==> src/rtl/dot_product_mac_pkg.sv <==
// Shared definitions for the dot-product MAC and the matrix multiplier controller.
// Holds the FSM state encoding, default widths and default accumulator limits.
// No logic; imported by every MAC source file.
package dot_product_mac_pkg;

    localparam int DEF_DATA_WIDTH = 32;
    localparam int DEF_ACC_WIDTH  = 64;
    localparam int DEF_LEN_WIDTH  = 8;

    // Limits of the default-width accumulator; the MAC derives its own from ACC_WIDTH.
    localparam logic [DEF_ACC_WIDTH-1:0] ACC_MAX = {1'b0, {(DEF_ACC_WIDTH-1){1'b1}}};
    localparam logic [DEF_ACC_WIDTH-1:0] ACC_MIN = {1'b1, {(DEF_ACC_WIDTH-1){1'b0}}};

    typedef enum logic [1:0] {
        ST_IDLE  = 2'd0,
        ST_ACCUM = 2'd1,
        ST_DRAIN = 2'd2,
        ST_DONE  = 2'd3
    } mac_state_t;

endpackage

==> src/rtl/mac_mult_reg.sv <==
// Registered signed DATA_WIDTH x DATA_WIDTH multiply with a valid bit carried alongside.
// Latency: 1 cycle from op_vld to prod_vld.
// No backpressure: every valid operand pair is registered unconditionally.
module mac_mult_reg
    import dot_product_mac_pkg::*;
#(
    parameter int DATA_WIDTH = DEF_DATA_WIDTH
) (
    input  logic                           clk,
    input  logic                           reset,
    input  logic                           op_vld,
    input  logic signed [DATA_WIDTH-1:0]   op_a,
    input  logic signed [DATA_WIDTH-1:0]   op_b,
    output logic                           prod_vld,
    output logic signed [2*DATA_WIDTH-1:0] prod_dat
);

    // Full-precision product; operands widened first so no bits are lost.
    always_ff @(posedge clk or negedge reset) begin
        if (!reset) begin
            prod_vld <= 1'b0;
            prod_dat <= '0;
        end else begin
            prod_vld <= op_vld;
            if (op_vld) begin
                prod_dat <= (2*DATA_WIDTH)'(op_a) * (2*DATA_WIDTH)'(op_b);
            end
        end
    end

endmodule

==> src/rtl/dot_product_mac.sv <==
// Pipelined signed dot-product MAC: one job = start+len, then len operand pairs, one result out.
// Latency: result valid 3 edges after the last accepted pair (multiply, accumulate, drain check).
// in_ready only in ACCUM while pairs remain; result held in DONE until out_ready.
// Optional build macro MAC_SATURATE_EN: saturate the accumulator instead of wrapping.
module dot_product_mac
    import dot_product_mac_pkg::*;
#(
    parameter int DATA_WIDTH = DEF_DATA_WIDTH,
    parameter int ACC_WIDTH  = DEF_ACC_WIDTH,
    parameter int LEN_WIDTH  = DEF_LEN_WIDTH
) (
    input  logic                  clk,
    input  logic                  reset,
    input  logic                  start,
    input  logic [LEN_WIDTH-1:0]  len,
    input  logic                  in_valid,
    output logic                  in_ready,
    input  logic [DATA_WIDTH-1:0] in_a,
    input  logic [DATA_WIDTH-1:0] in_b,
    output logic                  out_valid,
    input  logic                  out_ready,
    output logic [ACC_WIDTH-1:0]  out_result,
    output logic                  overflow,
    output logic                  busy
);

`ifdef MAC_SATURATE_EN
    localparam logic [ACC_WIDTH-1:0] SAT_MAX = {1'b0, {(ACC_WIDTH-1){1'b1}}};
    localparam logic [ACC_WIDTH-1:0] SAT_MIN = {1'b1, {(ACC_WIDTH-1){1'b0}}};
`endif

    mac_state_t                    state_q;
    mac_state_t                    state_d;
    logic [LEN_WIDTH-1:0]          len_q;
    logic [LEN_WIDTH-1:0]          cnt_q;
    logic                          job_start;
    logic                          accept;
    logic                          last_accept;

    logic                          s1_vld;
    logic signed [2*DATA_WIDTH-1:0] s1_prod;
    logic                          s2_vld;

    logic signed [ACC_WIDTH-1:0]   acc_q;
    logic signed [ACC_WIDTH-1:0]   prod_ext;
    logic signed [ACC_WIDTH-1:0]   sum;
    logic signed [ACC_WIDTH-1:0]   acc_nxt;
    logic                          add_ovf;
    logic                          ovf_q;

    assign job_start   = (state_q == ST_IDLE) && start;
    assign in_ready    = (state_q == ST_ACCUM) && (cnt_q < len_q);
    assign accept      = in_valid && in_ready;
    assign last_accept = accept && ((cnt_q + LEN_WIDTH'(1)) == len_q);

    // Next-state: job request, last pair accepted, pipeline drained, result consumed.
    always_comb begin
        state_d = state_q;
        case (state_q)
            ST_IDLE: begin
                if (start) begin
                    state_d = (len == '0) ? ST_DONE : ST_ACCUM;
                end
            end
            ST_ACCUM: begin
                if (last_accept) begin
                    state_d = ST_DRAIN;
                end
            end
            ST_DRAIN: begin
                if (!s1_vld && !s2_vld) begin
                    state_d = ST_DONE;
                end
            end
            ST_DONE: begin
                if (out_ready) begin
                    state_d = ST_IDLE;
                end
            end
            default: state_d = ST_IDLE;
        endcase
    end

    // State register.
    always_ff @(posedge clk or negedge reset) begin
        if (!reset) begin
            state_q <= ST_IDLE;
        end else begin
            state_q <= state_d;
        end
    end

    // Job length latch and accepted-pair counter.
    always_ff @(posedge clk or negedge reset) begin
        if (!reset) begin
            len_q <= '0;
            cnt_q <= '0;
        end else if (job_start) begin
            len_q <= len;
            cnt_q <= '0;
        end else if (accept) begin
            cnt_q <= cnt_q + LEN_WIDTH'(1);
        end
    end

    // Stage 1: registered product of each accepted pair.
    mac_mult_reg #(
        .DATA_WIDTH (DATA_WIDTH)
    ) u_mult (
        .clk      (clk),
        .reset    (reset),
        .op_vld   (accept),
        .op_a     (in_a),
        .op_b     (in_b),
        .prod_vld (s1_vld),
        .prod_dat (s1_prod)
    );

    // Signed overflow: both addends share a sign and the sum's sign differs.
    assign prod_ext = ACC_WIDTH'(s1_prod);
    assign sum      = acc_q + prod_ext;
    assign add_ovf  = (acc_q[ACC_WIDTH-1] == prod_ext[ACC_WIDTH-1]) &&
                      (sum[ACC_WIDTH-1]   != acc_q[ACC_WIDTH-1]);

`ifdef MAC_SATURATE_EN
    // Clamp toward the side the addends were heading; a later term can pull it back in range.
    assign acc_nxt = add_ovf ? (acc_q[ACC_WIDTH-1] ? SAT_MIN : SAT_MAX) : sum;
`else
    assign acc_nxt = sum;
`endif

    // Stage 2: accumulate, track sticky overflow, and a valid bit so DRAIN sees the add land.
    always_ff @(posedge clk or negedge reset) begin
        if (!reset) begin
            acc_q  <= '0;
            ovf_q  <= 1'b0;
            s2_vld <= 1'b0;
        end else begin
            s2_vld <= s1_vld;
            if (job_start) begin
                acc_q <= '0;
                ovf_q <= 1'b0;
            end else if (s1_vld) begin
                acc_q <= acc_nxt;
                if (add_ovf) begin
                    ovf_q <= 1'b1;
                end
            end
        end
    end

    assign out_valid  = (state_q == ST_DONE);
    assign out_result = acc_q;
    assign overflow   = ovf_q;
    assign busy       = (state_q != ST_IDLE);

endmodule

==> config.mk <==
export PLATFORM = sky130hd
export DESIGN_NAME = dot_product_mac
export DESIGN_NICKNAME = d
export VERILOG_FILES = /design/src/rtl/dot_product_mac_pkg.sv /design/src/rtl/mac_mult_reg.sv /design/src/rtl/dot_product_mac.sv
export SDC_FILE = /design/constraint.sdc
export NUM_CORES = 2
export LEC_CHECK = 0
export BUFFER_PORTS_ARGS = -buffer_cell sky130_fd_sc_hd__clkbuf_2
export CAP_MARGIN = 20
export CORE_UTILIZATION = 50
export DETAILED_ROUTE_END_ITERATION = 12
export PLACE_DENSITY = 0.73
export SETUP_SLACK_MARGIN = 0.02
export SLEW_MARGIN = 5
export SYNTH_ARGS = -nofsm -noshare
export SYNTH_HDL_FRONTEND = slang
export SYNTH_SLANG_ARGS = --single-unit
==> constraint.sdc <==
create_clock -name clk -period 4.33 [get_ports clk]
set_clock_uncertainty 0.2 [all_clocks]
set_input_delay 0.433 -clock clk [delete_from_list [all_inputs] [get_ports clk]]
set_output_delay 0.433 -clock clk [all_outputs]
set_load 0.005 [all_outputs]
Word-level counts from Yosys, hierarchy flattened
Cells that the tools add are included.
{ "totals": {"ff_bits": 149, "latch_bits": 0, "ram_bits": 0, "romBits": 0, "input_bits": 77, "output_inout_bits": 68, "elab_cells": 51, "n_memories": 0} }
{ "op_classes": {"addsub": 2, "mul": 1, "div": 0, "order_cmp": 1, "eq_ne": 10, "n_shift": 0, "mux": 13, "n_bitwise": 0, "n_reduce_logical": 16} }
{ "op_table": {"columns": ["cell", "n"], "rows": [
  ["64-bit 2-to-1 mux", 2],
  ["64-bit adder", 1],
  ["32-bit by 32-bit multiplier with 64-bit output", 1],
  ["8-bit 2-to-1 mux", 2],
  ["2-bit 2-to-1 mux", 5],
  ["8-bit by 1-bit adder with 8-bit output (second input constant)", 1],
  ["8-bit equality test", 1],
  ["8-bit zero test", 1],
  ["8-bit less-than comparator", 1],
  ["2-bit one-hot mux with 4 select lines", 1],
  ["2-bit nonzero test", 4],
  ["1-bit logical AND", 6],
  ["2-bit != test (second input constant)", 3],
  ["2-bit equality test (second input constant)", 2],
  ["4-bit AND reduction", 1],
  ["1-bit 2-to-1 mux", 3],
  ["2-bit by 1-bit equality test with 1-bit output (second input constant)", 1],
  ["1-bit zero test", 2],
  ["2-bit zero test", 1],
  ["2-bit by 1-bit != test with 1-bit output (second input constant)", 1],
  ["2-bit AND reduction", 1],
  ["1-bit equality test", 1],
  ["1-bit != test", 1]
]} }

Longest topological paths before layout
{ "logic_depth": {"word_depth": 6, "depth_mapped": 31, "depth_no_buf": 29} }

Modules after synthesis
A second synthesis with hierarchy kept.
{ "hier_totals": {"hier_cells": 4983, "hier_area_um2": 46360.7} }
{ "by_module_without_submodules": {"columns": ["mod", "n_inst", "cells_per_inst", "area_per_inst_um2", "seq_area_each_um2"], "rows": [
  ["mac_mult_reg", 1, 4018, 38523.2, 1626.6],
  ["dot_product_mac", 1, 965, 7837.5, 2102.0]
]} }

Worst setup path before layout
OpenSTA, ideal clock, no wires.
{ "synth_timing": {"path_kind": "input -> register", "from": "input port in_a[31]", "to": "register u_mult.prod_dat[62]", "setup_time_ns": 0.135, "arrival_time_ns": 7.862, "required_ns": 3.995, "setup_slack_ns": -3.868, "stages": 30, "path_buffers": 2, "cell_sequence": "clkbuf_1 nand2_1 inv_1 fa_1 inv_1 fa_1 inv_1 fa_1 fa_1 inv_1 fa_1 inv_1 fa_1 inv_1 fa_1 inv_1 fa_1 ha_1 clkbuf_1 nand2_1 o211ai_1 a21o_1 a21oi_1 o21ai_0 nand3_1 o221ai_1 o41ai_1 o21ai_0 xnor2_1 o21ai_0"} }
{ "synth_via": {"elab_chain_cells": 1} }
{ "synth_lines": {"columns": ["element", "line_no", "rtl"], "rows": [
  ["from (decl)", "dot_product_mac.sv:18", "input logic [DATA_WIDTH-1:0] in_a,"],
  ["32-bit by 32-bit multiplier with 64-bit output", "mac_mult_reg.sv:26", "prod_dat <= (2*DATA_WIDTH)'(op_a) * (2*DATA_WIDTH)'(op_b);"],
  ["to (signal assigned)", "mac_mult_reg.sv:26", null],
  ["to (decl)", "mac_mult_reg.sv:15", "output logic signed [2*DATA_WIDTH-1:0] prod_dat"]
]} }
No other way between the ends.
A chain may end at the register's enable or synchronous reset.

Worst setup path in the final report
{ "layout_timing": {"from": "input port in_a[19]", "to": "register u_mult.prod_dat[56]"} }
Same word-level chain as after synthesis.

==> flow_summary.toml <==
[timing]
setup_viol = 56
grt_setup_unrepaired = "true"
finalMaxSlewViolations = 0
fin_hold_ws_ns = 0.0220
fin_crit_sh_pct = 173
finalHoldViolCount = 0
setup_slack_ns = -3.18
fmaxAchievable_mhz = 133
worst_slew_pin_slew_ns = 0.921
slew_headroom_pct = 38.6
period_minus_slack_ns = 7.51

[detailed_routing]
ant_nets = 0
first_pass_iters = 6
wl_mm = 126
drcViolationCount = 0
num_vias = 36200
drtIter0Drc = 2334
wl_per_cell_um = 19.0
via_per_inst = 5.44

[setup_path]
crit_required_ns = 4.45
crit_type = "input pin to register"
r2r_slack_ns = 0.25
cp.arrival_ns = 7.63
worstReg2RegEnd = "out_result[58]"
start_kind = "input pin"
cp_max_fo = 8
endpoint_kind = "register"
reg2regPathDepth = 14
crit-reg2reg-launch = "u_mult.prod_dat[0]"

[die]
dieWidth_um = 304
die_h_um = 304
start_util_pct = 50.7
fp-row-count = 110
fp.coreArea_um2 = 90300
pin_count = 145
die_area_um2 = 92700

[job]
drv_cap = 0

[outcome]
status = "complete, but fails checks"
violations = "setup timing"

[grt]
grt_pass1_vias = 39600
antenna_found_initial = 5
grt_pass1_wl_mm = 203
grt_start_max_net_pins = 105
grt_overflow_total = 0
grt.total_usage_pct = 27.5

[clock_network]
cts_buffer_depth = 2
h-tree-depth = 4
cts_sinks = 149
clock-root-buffer = "clkbuf_16"
cts_tree = "yes"
numCtsBuffers = 17
clk_pin_slew_ns = 0.06
clock_latency_ns = 0.45

[synth]
synth_edf_count = 0
ys_types = 71
ys_seq_elements = 149
ys_seq_area_share_pct = 8.15
synth_fp_nets = 6398
yosysWarnings = 0
synth_area_leaders = "fa_1, inv_1, dfrtp_1, ha_1, and2_1"
syn_area_um2 = 45700
syn_inst = 4977
syn-mean-instance-area_um2 = 9.19
yosys_most_used_dff = "dfrtp_1"
synth_area_leader_cell = "fa_1"
synth.top_cell.area_share_pct = 47.4
synthArstFlopShare_pct = 100

[place]
globalplace.congestion = 0.922
dpl.hpwl_mm = 103
dp_cells = 6524
io_buffers = 144

[layout]
stdcell_count = 6654
layout_common_cells = "fa_1, inv_1, nand2_1"
nNetsFinal = 6882
drive_gt1_share_pct = 21.0
areaGrowthSynthToFinish_pct = 20.9
mostFrequentLayoutCell = "fa_1"
final_core_util_pct = 61.2

[min_path]
holdPathEnd = "len_q[1]"
hold_path_startpoint = "len[1]"
hold_depth = 3
hold_path.class = "input pin to register"
[per-layer routing]
metal | global-route usage (%) | vias to the layer above | routed length [um]
li1 | - | 16000 | -
met1 | 33.5 | 18600 | 47200
met3 | 2.64 | 394 | 5870
met2 | 49.5 | 1178 | 66700
met5 | 0 | - | 13
met4 | 12.2 | 2 | 6560
[flip-flops by register name, indices dropped and copies added (netlist names)]
| name | count |
|---|---|
| out_result | 64 |
| u_mult.prod_vld | 1 |
| overflow | 1 |
| u_mult.prod_dat | 64 |
| s2_vld | 1 |
| len_q | 8 |
| state_q | 2 |
| cnt_q | 8 |
[cell type report]
| cell class | instances | area [um^2] |
|---|---|---|
| tap | 1176 | 1470 |
| clock inverter | 14 | 173 |
| timing repair buffer | 720 | 6480 |
| multi-input combinational | 3556 | 39100 |
| antenna | 4 | 10.0 |
| sequential | 149 | 3730 |
| clock buffer | 18 | 439 |
| fill | 7221 | 35000 |
| inverter | 1017 | 3820 |
[cell usage after synthesis (12+ instances only)]
library cell / count
o21ai_0: 146
xnor2_1: 81
nand4_1: 22
inv_1: 1017
clkbuf_1: 246
and3_1: 15
a211oi_1: 16
nand2b_1: 19
nand2_1: 661
o21a_1: 22
dfrtp_1: 149
nor2_1: 158
mux2i_1: 40
ha_1: 261
nor3_1: 37
o21ai_1: 12
and2_1: 491
or3_1: 13
nand3_1: 45
a21oi_1: 138
fa_1: 1083
o21bai_1: 23
a31oi_1: 19
a21o_1: 60
xor2_1: 51
[cell families (layout without fill, tap and decap cells)]
kind of cell / Yosys count / after routing / share of synthesized area, %
adder cells (fa/ha/maj): 1344 / 1344 / 54.5
XOR/XNOR: 132 / 132 / 2.53
AO/OA/AOI/OAI: 519 / 519 / 7.16
other: 0 / 4 / 0
multiplexers: 50 / 50 / 1.12
buffers and inverters: 1272 / 1769 / 10.4
flip-flops: 149 / 149 / 8.15
AND/OR/NAND/NOR: 1511 / 1511 / 16.0
[per-stage QoR]
stage / setup TNS (ns) / instance area, um^2 / setup slack [ns]
2_1_floorplan: -129.28 / 46800 / -3.41
3_3_place_gp: -168.10 / 51700 / -3.65
3_5_place_dp: -171.55 / 51700 / -3.75
4_1_cts: -137.25 / 54000 / -3.10
5_1_grt: -153.71 / 55300 / -3.43
6_report: -144.03 / 55300 / -3.18
[worst max-delay path by stage]
stage               slack (ns)  cells past startpoint                   to     start
floorplan                -3.41                     27  u_mult.prod_dat[60]   in_b[4]
global placement         -3.65                     25  u_mult.prod_dat[52]  in_a[15]
detailed placement       -3.75                     27  u_mult.prod_dat[60]  in_b[15]
CTS                      -3.10                     29  u_mult.prod_dat[63]  in_b[11]
global route             -3.43                     28  u_mult.prod_dat[56]  in_a[19]
finish                   -3.18                     28  u_mult.prod_dat[56]  in_a[19]
[worst max-delay path: stages]
cell	delay, ns
clkbuf_8	0.12
buf_12	0.13
buf_4	0.14
and2_4	0.15
fa_1	0.55
fa_1	0.43
fa_1	0.53
inv_1	0.06
fa_1	0.49
inv_1	0.05
fa_1	0.47
fa_1	0.58
fa_2	0.50
fa_1	0.61
ha_4	0.24
a21oi_2	0.16
a21boi_2	0.09
a311oi_4	0.36
nand3_2	0.17
a21oi_4	0.33
o221ai_4	0.16
buf_6	0.14
buf_6	0.10
buf_6	0.10
buf_6	0.11
nor2_4	0.11
xor2_2	0.19
o21ai_1	0.09
[timing repair]
item | CTS | global route
buffers inserted | 42 | 45
pin swaps | 132 | 145
gates resized for setup | 279 | 216
hold buffers | 4 | 0
gates cloned | 5 | 6
endpoints found under the setup margin | 58 | 60
hold endpoints to repair | 91 | 0
Power is left out: the tool's default activity adds up to more than one toggle a clock period on the data nets, which glitch-free logic cannot reach.
